==> src/rtl/vga_pkg.sv <==
// vga_pkg: shared VGA types, AXI-Lite configuration register offsets and response codes.
// Rev 1.0 - initial release.
`default_nettype none

package vga_pkg;

  typedef enum logic {
    VGA_RES_800_600   = 1'b0,
    VGA_RES_1280_1024 = 1'b1
  } vga_resolution_e;

  localparam logic [31:0] VGA_CFG_CTRL_ADDR    = 32'h0000_0000;
  localparam logic [31:0] VGA_CFG_STATUS_ADDR  = 32'h0000_0004;
  localparam logic [31:0] VGA_CFG_SCRATCH_ADDR = 32'h0000_0008;
  localparam logic [31:0] VGA_CFG_IRQ_EN_ADDR  = 32'h0000_000C;

  localparam logic [1:0] AXI_RESP_OKAY   = 2'b00;
  localparam logic [1:0] AXI_RESP_SLVERR = 2'b10;

  // Byte-lane merge of a write into a 32-bit register.
  function automatic logic [31:0] apply_strb(input logic [31:0] old_val,
                                             input logic [31:0] new_val,
                                             input logic [3:0]  strb);
    logic [31:0] res;
    res = old_val;
    for (int b = 0; b < 4; b++) begin
      if (strb[b]) res[8*b +: 8] = new_val[8*b +: 8];
    end
    return res;
  endfunction

endpackage

`default_nettype wire

==> src/rtl/vga_axil_cfg_slave_if.sv <==
// vga_axil_cfg_slave_if: AXI4-Lite bus bundle with master and slave views.
// Rev 1.0 - initial release.
`default_nettype none

interface vga_axil_cfg_slave_if #(
  parameter int ADDR_W = 11,
  parameter int DATA_W = 32
);
  logic [ADDR_W-1:0]   s_axi_awaddr;
  logic                s_axi_awvalid;
  logic                s_axi_awready;
  logic [DATA_W-1:0]   s_axi_wdata;
  logic [DATA_W/8-1:0] s_axi_wstrb;
  logic                s_axi_wvalid;
  logic                s_axi_wready;
  logic [1:0]          s_axi_bresp;
  logic                s_axi_bvalid;
  logic                s_axi_bready;
  logic [ADDR_W-1:0]   s_axi_araddr;
  logic                s_axi_arvalid;
  logic                s_axi_arready;
  logic [DATA_W-1:0]   s_axi_rdata;
  logic [1:0]          s_axi_rresp;
  logic                s_axi_rvalid;
  logic                s_axi_rready;

  modport slave (
    input  s_axi_awaddr, s_axi_awvalid, s_axi_wdata, s_axi_wstrb, s_axi_wvalid,
           s_axi_bready, s_axi_araddr, s_axi_arvalid, s_axi_rready,
    output s_axi_awready, s_axi_wready, s_axi_bresp, s_axi_bvalid,
           s_axi_arready, s_axi_rdata, s_axi_rresp, s_axi_rvalid
  );

  modport master (
    output s_axi_awaddr, s_axi_awvalid, s_axi_wdata, s_axi_wstrb, s_axi_wvalid,
           s_axi_bready, s_axi_araddr, s_axi_arvalid, s_axi_rready,
    input  s_axi_awready, s_axi_wready, s_axi_bresp, s_axi_bvalid,
           s_axi_arready, s_axi_rdata, s_axi_rresp, s_axi_rvalid
  );
endinterface

`default_nettype wire

==> src/rtl/vga_axil_cfg_slave_axil_slave_if.sv <==
// axil_slave_if: AXI4-Lite handshake engine exposing a word-addressed register port.
// Rev 1.0 - initial release.
`default_nettype none

module axil_slave_if
  import vga_pkg::*;
#(
  parameter int ADDR_W = 11,
  parameter int DATA_W = 32
) (
  input  logic                clk,
  input  logic                rst,
  vga_axil_cfg_slave_if.slave s_axi,
  output logic                o_wr_en,
  output logic [ADDR_W-3:0]   o_wr_addr,
  output logic [DATA_W-1:0]   o_wr_data,
  output logic [DATA_W/8-1:0] o_wr_strb,
  input  logic                i_wr_err,
  output logic                o_rd_en,
  output logic [ADDR_W-3:0]   o_rd_addr,
  input  logic [DATA_W-1:0]   i_rd_data,
  input  logic                i_rd_err
);

  logic                r_live;
  logic                r_aw_held;
  logic                r_w_held;
  logic [ADDR_W-3:0]   r_aw_addr;
  logic [DATA_W-1:0]   r_w_data;
  logic [DATA_W/8-1:0] r_w_strb;
  logic                r_bvalid;
  logic [1:0]          r_bresp;
  logic                r_rvalid;
  logic [DATA_W-1:0]   r_rdata;
  logic [1:0]          r_rresp;
  logic                w_aw_fire;
  logic                w_w_fire;
  logic                w_unused;

  // r_live keeps every ready low while reset is applied and for the first cycle after.
  assign s_axi.s_axi_awready = r_live & ~r_aw_held;
  assign s_axi.s_axi_wready  = r_live & ~r_w_held;
  assign s_axi.s_axi_arready = r_live & ~r_rvalid;
  assign s_axi.s_axi_bvalid  = r_bvalid;
  assign s_axi.s_axi_bresp   = r_bresp;
  assign s_axi.s_axi_rvalid  = r_rvalid;
  assign s_axi.s_axi_rdata   = r_rdata;
  assign s_axi.s_axi_rresp   = r_rresp;

  assign w_aw_fire = s_axi.s_axi_awvalid & s_axi.s_axi_awready;
  assign w_w_fire  = s_axi.s_axi_wvalid & s_axi.s_axi_wready;

  assign o_wr_en   = r_aw_held & r_w_held & ~r_bvalid;
  assign o_wr_addr = r_aw_addr;
  assign o_wr_data = r_w_data;
  assign o_wr_strb = r_w_strb;

  assign o_rd_en   = s_axi.s_axi_arvalid & s_axi.s_axi_arready;
  assign o_rd_addr = s_axi.s_axi_araddr[ADDR_W-1:2];

  assign w_unused = ^{s_axi.s_axi_awaddr[1:0], s_axi.s_axi_araddr[1:0]};

  always_ff @(posedge clk) begin
    if (rst) begin
      r_live    <= 1'b0;
      r_aw_held <= 1'b0;
      r_w_held  <= 1'b0;
      r_aw_addr <= '0;
      r_w_data  <= '0;
      r_w_strb  <= '0;
      r_bvalid  <= 1'b0;
      r_bresp   <= AXI_RESP_OKAY;
      r_rvalid  <= 1'b0;
      r_rdata   <= '0;
      r_rresp   <= AXI_RESP_OKAY;
    end else begin
      r_live <= 1'b1;

      if (w_aw_fire) begin
        r_aw_held <= 1'b1;
        r_aw_addr <= s_axi.s_axi_awaddr[ADDR_W-1:2];
      end else if (o_wr_en) begin
        r_aw_held <= 1'b0;
      end

      if (w_w_fire) begin
        r_w_held <= 1'b1;
        r_w_data <= s_axi.s_axi_wdata;
        r_w_strb <= s_axi.s_axi_wstrb;
      end else if (o_wr_en) begin
        r_w_held <= 1'b0;
      end

      if (o_wr_en) begin
        r_bvalid <= 1'b1;
        r_bresp  <= i_wr_err ? AXI_RESP_SLVERR : AXI_RESP_OKAY;
      end else if (s_axi.s_axi_bready) begin
        r_bvalid <= 1'b0;
      end

      if (o_rd_en) begin
        r_rvalid <= 1'b1;
        r_rdata  <= i_rd_data;
        r_rresp  <= i_rd_err ? AXI_RESP_SLVERR : AXI_RESP_OKAY;
      end else if (s_axi.s_axi_rready) begin
        r_rvalid <= 1'b0;
      end
    end
  end

endmodule

`default_nettype wire

==> src/rtl/vga_axil_cfg_slave.sv <==
// vga_axil_cfg_slave: AXI4-Lite register block driving the VGA clock generator's resolution/request.
// Optional IRQ output and IRQ_EN register when VGA_AXIL_CFG_IRQ_EN is defined. Rev 1.0 - initial release.
`default_nettype none

module vga_axil_cfg_slave
  import vga_pkg::*;
#(
  parameter int          ADDR_W      = 11,
  parameter int          DATA_W      = 32,
  parameter logic [31:0] SCRATCH_RST = 32'h0
) (
  input  logic                clk_100m_i,
  input  logic                rst_i,
  vga_axil_cfg_slave_if.slave s_axi,
  output vga_resolution_e     resolution_o,
  output logic                req_o,
  input  logic                valid_i
`ifdef VGA_AXIL_CFG_IRQ_EN
  ,
  output logic                irq_o
`endif
);

  localparam logic [ADDR_W-3:0] c_ctrl_wa    = VGA_CFG_CTRL_ADDR[ADDR_W-1:2];
  localparam logic [ADDR_W-3:0] c_status_wa  = VGA_CFG_STATUS_ADDR[ADDR_W-1:2];
  localparam logic [ADDR_W-3:0] c_scratch_wa = VGA_CFG_SCRATCH_ADDR[ADDR_W-1:2];
`ifdef VGA_AXIL_CFG_IRQ_EN
  localparam logic [ADDR_W-3:0] c_irq_en_wa  = VGA_CFG_IRQ_EN_ADDR[ADDR_W-1:2];
`endif

  logic                w_wr_en;
  logic [ADDR_W-3:0]   w_wr_addr;
  logic [DATA_W-1:0]   w_wr_data;
  logic [DATA_W/8-1:0] w_wr_strb;
  logic                w_wr_err;
  logic                w_rd_en;
  logic [ADDR_W-3:0]   w_rd_addr;
  logic [DATA_W-1:0]   w_rd_data;
  logic                w_rd_err;
  logic                w_ctrl_we;
  logic                w_done_w1c;
  logic                w_scratch_we;
  logic                w_irq_en_we;

  vga_resolution_e     r_res;
  logic                r_req;
  logic                r_busy;
  logic                r_done;
  logic [DATA_W-1:0]   r_scratch;
`ifdef VGA_AXIL_CFG_IRQ_EN
  logic                r_irq_en;
  logic                r_irq;
`endif

  axil_slave_if #(
    .ADDR_W (ADDR_W),
    .DATA_W (DATA_W)
  ) u_axil (
    .clk       (clk_100m_i),
    .rst       (rst_i),
    .s_axi     (s_axi),
    .o_wr_en   (w_wr_en),
    .o_wr_addr (w_wr_addr),
    .o_wr_data (w_wr_data),
    .o_wr_strb (w_wr_strb),
    .i_wr_err  (w_wr_err),
    .o_rd_en   (w_rd_en),
    .o_rd_addr (w_rd_addr),
    .i_rd_data (w_rd_data),
    .i_rd_err  (w_rd_err)
  );

  // CTRL is locked while BUSY so resolution_o cannot move under the generator.
  always_comb begin
    w_wr_err     = 1'b0;
    w_ctrl_we    = 1'b0;
    w_done_w1c   = 1'b0;
    w_scratch_we = 1'b0;
    w_irq_en_we  = 1'b0;
    case (w_wr_addr)
      c_ctrl_wa: begin
        if (r_busy) w_wr_err  = 1'b1;
        else        w_ctrl_we = w_wr_strb[0];
      end
      c_status_wa:  w_done_w1c   = w_wr_strb[0] & w_wr_data[1];
      c_scratch_wa: w_scratch_we = 1'b1;
`ifdef VGA_AXIL_CFG_IRQ_EN
      c_irq_en_wa:  w_irq_en_we  = w_wr_strb[0];
`endif
      default:      w_wr_err     = 1'b1;
    endcase
  end

  always_comb begin
    w_rd_data = '0;
    w_rd_err  = 1'b0;
    case (w_rd_addr)
      c_ctrl_wa:    w_rd_data[0]   = r_res;
      c_status_wa:  w_rd_data[1:0] = {r_done, r_busy};
      c_scratch_wa: w_rd_data      = r_scratch;
`ifdef VGA_AXIL_CFG_IRQ_EN
      c_irq_en_wa:  w_rd_data[0]   = r_irq_en;
`endif
      default:      w_rd_err       = 1'b1;
    endcase
  end

  always_ff @(posedge clk_100m_i) begin
    if (rst_i) begin
      r_res     <= VGA_RES_800_600;
      r_req     <= 1'b0;
      r_busy    <= 1'b0;
      r_done    <= 1'b0;
      r_scratch <= SCRATCH_RST;
`ifdef VGA_AXIL_CFG_IRQ_EN
      r_irq_en  <= 1'b0;
      r_irq     <= 1'b0;
`endif
    end else begin
      r_req <= 1'b0;
      if (w_wr_en && w_ctrl_we) begin
        r_res <= vga_resolution_e'(w_wr_data[0]);
        r_req <= w_wr_data[1];
        if (w_wr_data[1]) r_busy <= 1'b1;
      end else if (valid_i && r_busy) begin
        r_busy <= 1'b0;
      end

      // A completion pulse beats a same-cycle W1C of DONE.
      if (valid_i)                      r_done <= 1'b1;
      else if (w_wr_en && w_done_w1c)   r_done <= 1'b0;

      if (w_wr_en && w_scratch_we)
        r_scratch <= apply_strb(r_scratch, w_wr_data, w_wr_strb);
`ifdef VGA_AXIL_CFG_IRQ_EN
      if (w_wr_en && w_irq_en_we) r_irq_en <= w_wr_data[0];
      r_irq <= r_done & r_irq_en;
`endif
    end
  end

  assign resolution_o = r_res;
  assign req_o        = r_req;
`ifdef VGA_AXIL_CFG_IRQ_EN
  assign irq_o        = r_irq;
`else
  logic w_unused_irq;
  assign w_unused_irq = w_irq_en_we;
`endif

endmodule

`default_nettype wire

==> src/flat_wrapper.sv <==
// flat-port wrapper written by rule: the top's interface ports become plain ports
module vga_axil_cfg_slave_flat import vga_pkg::*;
#(
  parameter int          ADDR_W      = 11,
  parameter int          DATA_W      = 32,
  parameter logic [31:0] SCRATCH_RST = 32'h0
)
  (clk_100m_i, rst_i, resolution_o, req_o, valid_i, s_axi_s_axi_awaddr, s_axi_s_axi_awvalid, s_axi_s_axi_wdata, s_axi_s_axi_wstrb, s_axi_s_axi_wvalid, s_axi_s_axi_bready, s_axi_s_axi_araddr, s_axi_s_axi_arvalid, s_axi_s_axi_rready, s_axi_s_axi_awready, s_axi_s_axi_wready, s_axi_s_axi_bresp, s_axi_s_axi_bvalid, s_axi_s_axi_arready, s_axi_s_axi_rdata, s_axi_s_axi_rresp, s_axi_s_axi_rvalid);
  vga_axil_cfg_slave_if #(.ADDR_W(ADDR_W), .DATA_W(DATA_W)) s_axi_i ();
  input  logic clk_100m_i;
  input  logic rst_i;
  output vga_resolution_e resolution_o;
  output logic req_o;
  input  logic valid_i;
  input wire logic [$bits(s_axi_i.s_axi_awaddr)-1:0] s_axi_s_axi_awaddr;
  input wire logic [$bits(s_axi_i.s_axi_awvalid)-1:0] s_axi_s_axi_awvalid;
  input wire logic [$bits(s_axi_i.s_axi_wdata)-1:0] s_axi_s_axi_wdata;
  input wire logic [$bits(s_axi_i.s_axi_wstrb)-1:0] s_axi_s_axi_wstrb;
  input wire logic [$bits(s_axi_i.s_axi_wvalid)-1:0] s_axi_s_axi_wvalid;
  input wire logic [$bits(s_axi_i.s_axi_bready)-1:0] s_axi_s_axi_bready;
  input wire logic [$bits(s_axi_i.s_axi_araddr)-1:0] s_axi_s_axi_araddr;
  input wire logic [$bits(s_axi_i.s_axi_arvalid)-1:0] s_axi_s_axi_arvalid;
  input wire logic [$bits(s_axi_i.s_axi_rready)-1:0] s_axi_s_axi_rready;
  output wire logic [$bits(s_axi_i.s_axi_awready)-1:0] s_axi_s_axi_awready;
  output wire logic [$bits(s_axi_i.s_axi_wready)-1:0] s_axi_s_axi_wready;
  output wire logic [$bits(s_axi_i.s_axi_bresp)-1:0] s_axi_s_axi_bresp;
  output wire logic [$bits(s_axi_i.s_axi_bvalid)-1:0] s_axi_s_axi_bvalid;
  output wire logic [$bits(s_axi_i.s_axi_arready)-1:0] s_axi_s_axi_arready;
  output wire logic [$bits(s_axi_i.s_axi_rdata)-1:0] s_axi_s_axi_rdata;
  output wire logic [$bits(s_axi_i.s_axi_rresp)-1:0] s_axi_s_axi_rresp;
  output wire logic [$bits(s_axi_i.s_axi_rvalid)-1:0] s_axi_s_axi_rvalid;
  assign s_axi_i.s_axi_awaddr = s_axi_s_axi_awaddr;
  assign s_axi_i.s_axi_awvalid = s_axi_s_axi_awvalid;
  assign s_axi_i.s_axi_wdata = s_axi_s_axi_wdata;
  assign s_axi_i.s_axi_wstrb = s_axi_s_axi_wstrb;
  assign s_axi_i.s_axi_wvalid = s_axi_s_axi_wvalid;
  assign s_axi_i.s_axi_bready = s_axi_s_axi_bready;
  assign s_axi_i.s_axi_araddr = s_axi_s_axi_araddr;
  assign s_axi_i.s_axi_arvalid = s_axi_s_axi_arvalid;
  assign s_axi_i.s_axi_rready = s_axi_s_axi_rready;
  assign s_axi_s_axi_awready = s_axi_i.s_axi_awready;
  assign s_axi_s_axi_wready = s_axi_i.s_axi_wready;
  assign s_axi_s_axi_bresp = s_axi_i.s_axi_bresp;
  assign s_axi_s_axi_bvalid = s_axi_i.s_axi_bvalid;
  assign s_axi_s_axi_arready = s_axi_i.s_axi_arready;
  assign s_axi_s_axi_rdata = s_axi_i.s_axi_rdata;
  assign s_axi_s_axi_rresp = s_axi_i.s_axi_rresp;
  assign s_axi_s_axi_rvalid = s_axi_i.s_axi_rvalid;
  vga_axil_cfg_slave #(.ADDR_W(ADDR_W), .DATA_W(DATA_W), .SCRATCH_RST(SCRATCH_RST)) u_core (.clk_100m_i(clk_100m_i), .rst_i(rst_i), .s_axi(s_axi_i), .resolution_o(resolution_o), .req_o(req_o), .valid_i(valid_i));
endmodule
==> config.mk <==
export PLATFORM = sky130hd
export DESIGN_NAME = vga_axil_cfg_slave_flat
export DESIGN_NICKNAME = d
export VERILOG_FILES = /design/src/rtl/vga_pkg.sv /design/src/rtl/vga_axil_cfg_slave_if.sv /design/src/rtl/vga_axil_cfg_slave_axil_slave_if.sv /design/src/rtl/vga_axil_cfg_slave.sv /design/src/flat_wrapper.sv
export SDC_FILE = /design/constraint.sdc
export NUM_CORES = 1
export LEC_CHECK = 0
export BUFFER_PORTS_ARGS = -buffer_cell sky130_fd_sc_hd__buf_2
export CAP_MARGIN = 5
export CORE_MARGIN = 2
export CORE_UTILIZATION = 40
export CTS_CLUSTER_DIAMETER = 120
export CTS_CLUSTER_SIZE = 10
export DETAILED_ROUTE_END_ITERATION = 10
export PLACE_DENSITY = 0.67
export RECOVER_POWER = 50
export SLEW_MARGIN = 10
export SYNTH_ARGS = -nofsm -noshare
export SYNTH_HDL_FRONTEND = slang
export SYNTH_SLANG_ARGS = --single-unit
==> constraint.sdc <==
create_clock -name clk_100m_i -period 4 [get_ports clk_100m_i]
set_input_delay 0.2 -clock clk_100m_i [delete_from_list [all_inputs] [get_ports clk_100m_i]]
set_output_delay 0.2 -clock clk_100m_i [all_outputs]
set_load 0.02 [all_outputs]
After elaboration in Yosys (flattened, before gate mapping)

Cells that the tools add are included.

Flip-flop bits (word level): 122
Input bits: 66
Output and inout port bits: 43
Logic and storage cells: 82

Eq/ne operators: 5
Mux-type cells: 24
Bitwise gates (word level): 14
Reductions and logical operators: 20

Operators with widths:

| operator                                       | number |
|---|---|
| two-way mux 30 bit                             | 1 |
| == test 9 x 1 -> 1 bit (second input constant) | 2 |
| == test 9 x 2 -> 1 bit (second input constant) | 2 |
| zero test 9 bit                                | 2 |
| two-way mux 1 bit                              | 18 |
| nonzero test 2 bit                             | 6 |
| AND reduction 2 bit                            | 5 |
| AND 1 bit                                      | 9 |
| NOT 1 bit                                      | 5 |
| logical AND 1 bit                              | 4 |
| two-way mux 2 bit                              | 2 |
| case mux 1 bit (2 select lines)                | 2 |
| OR reduction 2 bit                             | 2 |
| case mux 1 bit (3 select lines)                | 1 |
| OR reduction 3 bit                             | 1 |
| != test 2 bit (second input constant)          | 1 |

Longest topological paths before layout

Depth after elaboration: 5
Depth in mapped cells: 5
Depth with buffers taken out: 3

By module

From an unflattened synthesis, not the netlist that was laid out.

Cells, all modules: 609
Area, all modules: 5153.7 µm²

Modules (own cells, without submodules):

| module             | instances | cells each | area each (µm²) | sequential area each (µm²) |
|---|---|---|---|---|
| axil_slave_if      | 1         | 377        | 3084.2          | 1681.6 |
| vga_axil_cfg_slave | 1         | 232        | 2069.5          | 720.7 |

Worst setup path after synthesis

OpenSTA, ideal clock, no wires.

Kind: reg-to-reg
From: reg u_core.u_axil.r_aw_addr[4] (netlist: u_core.u_axil.o_wr_addr[4])
To: reg u_core.r_scratch[2]
Arrival time: 1.835 ns
Path slack: 2.044 ns
Stages on the path, launching flop included: 5
Clock period less this slack: 1.956 ns
Cells stage by stage: dfxtp_1 > or4_4 > buf_6 > nor4_4 > mux2_2

Cells in the longest elaborated chain, start to end: 4

RTL lines:

| element                              | line                                   | RTL |
|---|---|---|
| start: declaration                   | vga_axil_cfg_slave_axil_slave_if.sv:28 | `logic [ADDR_W-3:0] r_aw_addr;` |
| start signal: assignment             | vga_axil_cfg_slave_axil_slave_if.sv:81 | `r_aw_addr <= s_axi.s_axi_awaddr[ADDR_W-1:2];` |
| == test 9 x 2 -> 1 bit               | vga_axil_cfg_slave.sv:80               | `case (w_wr_addr)` |
| two-way mux 1 bit                    | vga_axil_cfg_slave.sv:80               |  |
| logical AND 1 bit                    | vga_axil_cfg_slave.sv:133              | `if (w_wr_en && w_scratch_we)` |
| AND reduction 2 bit (no source line) | -                                      |  |
| end signal: assignment               | vga_axil_cfg_slave.sv:134              | `r_scratch <= apply_strb(r_scratch, w_wr_data, w_wr_strb);` |
| end: declaration                     | vga_axil_cfg_slave.sv:49               | `logic [DATA_W-1:0] r_scratch;` |

Every way passes these cells.
A chain may end at the register's enable or synchronous reset.

==> impl_metrics.py <==
metrics = {
    "clock_network": {
        "ctsLongestPathBuffers": 2,
        "cts_root_buf": "clkbuf_16",
        "clkTransAtPathRegs_ns": 0.05,
        "ctsHoldBuffers": 0,
        "htreeDepth": 4,
        "cts_tree": "yes",
        "clock_latency_ns": 0.41,
        "numCtsBuffers": 17,
        "clock_sinks": 120,
        "cts_setup_buffers": 0,
        "cts_resized": 0,
    },
    "sta": {
        "fmax_mhz": 373,
        "fin_crit_sh_pct": 67.1,
        "hold_ws_ns": 0.0214,
        "setup_viol": 0,
        "drv_slew": 82,
        "slew-limit-headroom_pct": -4.15,
        "worst_slew_pin_slew_ns": 1.56,
        "hold_viol": 0,
        "fin_skew_ns": 0.00788,
        "tns_ns": 0,
        "timing.final.ws_setup_ns": 1.32,
        "layout_min_cycle_time_ns": 2.68,
        "rsz0062_at_grt": "false",
    },
    "global_route": {
        "grt_max_degree": 82,
        "grt_pass1_wl_um": 16800,
        "antenna_found_initial": 0,
        "grt_pass1_vias": 3511,
        "grt_overflow_total": 0,
        "grtUsageTotal_pct": 16.7,
    },
    "critical_path": {
        "r2r-end": "u_core.u_axil.s_axi.s_axi_rdata[11]$_SDFFE_PP0P_",
        "worstSetupPathType": "in2reg",
        "cp_num_buf_inv": 2,
        "start_kind": "input port",
        "worstPathMaxFanout": 81,
        "r2r_start": "u_core.u_axil.r_live$_DFF_P_",
        "slowest_stage": "clkbuf_1",
        "cp.depth": 4,
        "critPathRequiredTime_ns": 4.29,
        "max_stage_delay_ns": 1.13,
        "worstSetupEndpoint": "u_core.r_scratch[5]$_SDFFE_PP0P_",
        "rrSetupSlack_ns": 1.80,
        "arrival_ns": 2.97,
        "cp-startpoint": "rst_i",
        "reg2reg_depth": 3,
        "cp_top_family": "buffers and inverters",
        "critical_path.endpoint_type": "flip-flop",
        "path_cells": "clkbuf_2 > clkbuf_1 > nor2b_1 > mux2_2",
    },
    "synth": {
        "synthCells": 476,
        "synth_top_family_by_area": "simple AND/OR/NAND/NOR gates",
        "yosys.area_share.simple_pct": 22.4,
        "yosys_register_bits": 120,
        "yosysSeqAreaShare_pct": 51.4,
        "yosys.area_share.xor_xnor_pct": 0,
        "yosys_warnings": 0,
        "synth_fa_ha_area_share_pct": 0,
        "synth.distinct_cells": 36,
        "synth_compound_area_share_pct": 12.3,
        "syn_area_per_cell_um2": 9.81,
        "syn-cell-area_um2": 4670,
        "muxShareOfSynthArea_pct": 10.0,
    },
    "place": {
        "dp_hpwl_um": 6860,
        "place_ws_ns": 1.80,
        "placed_area_um2": 5250,
        "gp_congestion": 0.766,
        "portBuffers": 102,
    },
    "cells_and_area": {
        "nFillCells": 1108,
        "area_delta_synth_final_pct": 24.0,
        "antenna_cells": 0,
        "regArea_um2": 2400,
        "nNetsFinal": 631,
        "drive_above_1_share_pct": 22.9,
        "multi_input_area_um2": 2100,
        "finalInstanceArea_um2": 5790,
    },
    "floorplanning": {
        "core_um2": 11400,
        "initial_utilization_pct": 40.9,
        "die_w_um": 112,
        "ios": 109,
        "die_y_um": 112,
        "rows": 39,
        "dieArea_um2": 12600,
    },
    "status": {
        "outcome": "finished, violations left",
        "failed_checks": "max-capacitance violations, max-slew violations",
    },
    "routing": {
        "routed_wl_um": 10200,
        "wl_per_cell_um": 14.2,
        "drt_iter0_markers": 136,
        "ant_nets": 0,
        "num_vias": 3681,
        "drc": 0,
        "drt_pass1_iterations": 4,
        "via_per_inst": 5.11,
    },
    "power_and_ir_drop": {
        "peakVddDrop_v": 0.000304,
        "powerDensity_nw_per_um2": 506,
        "leakagePower_nw": 2.27,
    },
    "min_path": {
        "holdPathStages": 3,
        "hold_path.class": "in2reg",
    },
    "flow_run": {
        "cap_violations": 1,
    },
}
worst min path at each step:
stage                     slack [ns]                                       end                  start
after CTS                      0.008   u_core.u_axil.o_wr_addr[7]$_SDFFE_PP0P_  s_axi_s_axi_awaddr[9]
after detailed placement        0.44   u_core.u_axil.o_wr_addr[7]$_SDFFE_PP0P_  s_axi_s_axi_awaddr[9]
final                           0.02   u_core.u_axil.o_wr_addr[7]$_SDFFE_PP0P_  s_axi_s_axi_awaddr[9]
after global routing            0.03   u_core.u_axil.o_wr_addr[7]$_SDFFE_PP0P_  s_axi_s_axi_awaddr[9]
after floorplan                 0.34  u_core.u_axil.o_wr_data[10]$_SDFFE_PP0P_  s_axi_s_axi_wdata[10]
after global placement          0.43   u_core.u_axil.o_wr_addr[7]$_SDFFE_PP0P_  s_axi_s_axi_awaddr[9]
per-stage QoR:
step                      util [%]  total power [W]  instances
after global routing          50.7          0.00303        720
final                         50.7          0.00293        720
after CTS                     51.2          0.00296        720
after detailed placement      46.0          0.00143        689
after floorplan                  -          0.00137        477
after global placement        46.0          0.00142        689
placed cells by master (no fill, tap or decap), drive strengths merged, types with 3 or more instances in the layout:
master,instances
a21oi,45
a32o,30
and3b,3
buf,64
bufinv,3
clkbuf,65
clkinv,5
dfxtp,120
inv,4
mux2,30
mux2i,13
nand2,81
nand3b,8
nor2,10
nor2b,64
nor4,5
o21ai,3
Yosys cell counts:
| master | instances | share of area [%] |
|---|---|---|
| dfxtp_1 | 120 | 51 |
| nand2_1 | 81 | 6.5 |
| nor2b_1 | 64 | 8.6 |
| a21oi_1 | 45 | 4.8 |
| clkbuf_1 | 33 | 2.7 |
| a32o_1 | 30 | 6.4 |
| mux2_2 | 30 | 7.2 |
| mux2i_1 | 13 | 2.8 |
| nor2_1 | 10 | 0.80 |
| nand3b_1 | 8 | 1.3 |
| inv_1 | 4 | 0.32 |
| nor4_4 | 4 | 1.8 |
| and3b_1 | 3 | 0.56 |
| o21ai_0 | 3 | 0.32 |
| buf_1 | 2 | 0.16 |
| buf_4 | 2 | 0.32 |
| nand2b_1 | 2 | 0.27 |
| nand3_1 | 2 | 0.21 |
| nor3_1 | 2 | 0.21 |
| nor4b_1 | 2 | 0.38 |
| a221oi_1 | 1 | 0.19 |
| a2bb2oi_1 | 1 | 0.19 |
| and3_1 | 1 | 0.13 |
| and4_1 | 1 | 0.19 |
| and4b_1 | 1 | 0.21 |
| buf_6 | 1 | 0.24 |
| conb_1 | 1 | 0.080 |
| nand4_1 | 1 | 0.13 |
| nand4b_1 | 1 | 0.19 |
| nor3b_1 | 1 | 0.16 |
| nor4_1 | 1 | 0.13 |
| o32ai_1 | 1 | 0.19 |
| o41ai_1 | 1 | 0.19 |
| or3_1 | 1 | 0.13 |
| or4_4 | 1 | 0.24 |
| or4bb_2 | 1 | 0.27 |
where the power goes:
part | leakage (nW) | switching (W) | internal, W | total [W]
combinational | 1.00 | 0.000101 | 0.0000609 | 0.000162
clock | 0.296 | 0.000506 | 0.00102 | 0.00152
sequential | 0.973 | 0.0000165 | 0.00122 | 0.00124
total | 2.27 | 0.000624 | 0.00230 | 0.00293
cell families after synthesis:
logic type | count (synthesis)
AO/OA/AOI/OAI | 82
buffers and inverters | 42
flip-flops | 120
multiplexers | 43
other | 1
AND/OR/NAND/NOR | 188
routing by layer:
layer / routed length (um) / track usage, % / share of wire, %
met1: 4620 / 20.4 / 45
met5: 0 / 0 / 0
met3: 474 / 5.18 / 4.6
met4: 122 / 6.59 / 1.2
met2: 4990 / 27.8 / 49
cell type report:
type	count	area share, %
Clock buffer	22	8.19
Clock inverter	9	2.12
Inverter	4	0.259
Multi-Input combinational cell	315	36.3
Sequential cell	120	41.5
Tap cell	143	3.09
Timing Repair Buffer	107	8.52
registers in the layout (all words and copies together), names as in the netlist, 4 cells and up:
name	count
u_core.r_scratch	32
u_core.u_axil.o_wr_data	32
u_core.u_axil.o_wr_strb	4
u_core.u_axil.s_axi.s_axi_rdata	32
u_core.u_axil.o_wr_addr	9
worst reg2reg max path: cells and delay by family (launching register included):
kind,cells,cell delay [ns]
flops,1,0.44
compound gates,1,0.32
simple gates,2,1.38
(Power assumes the default switching activity.)
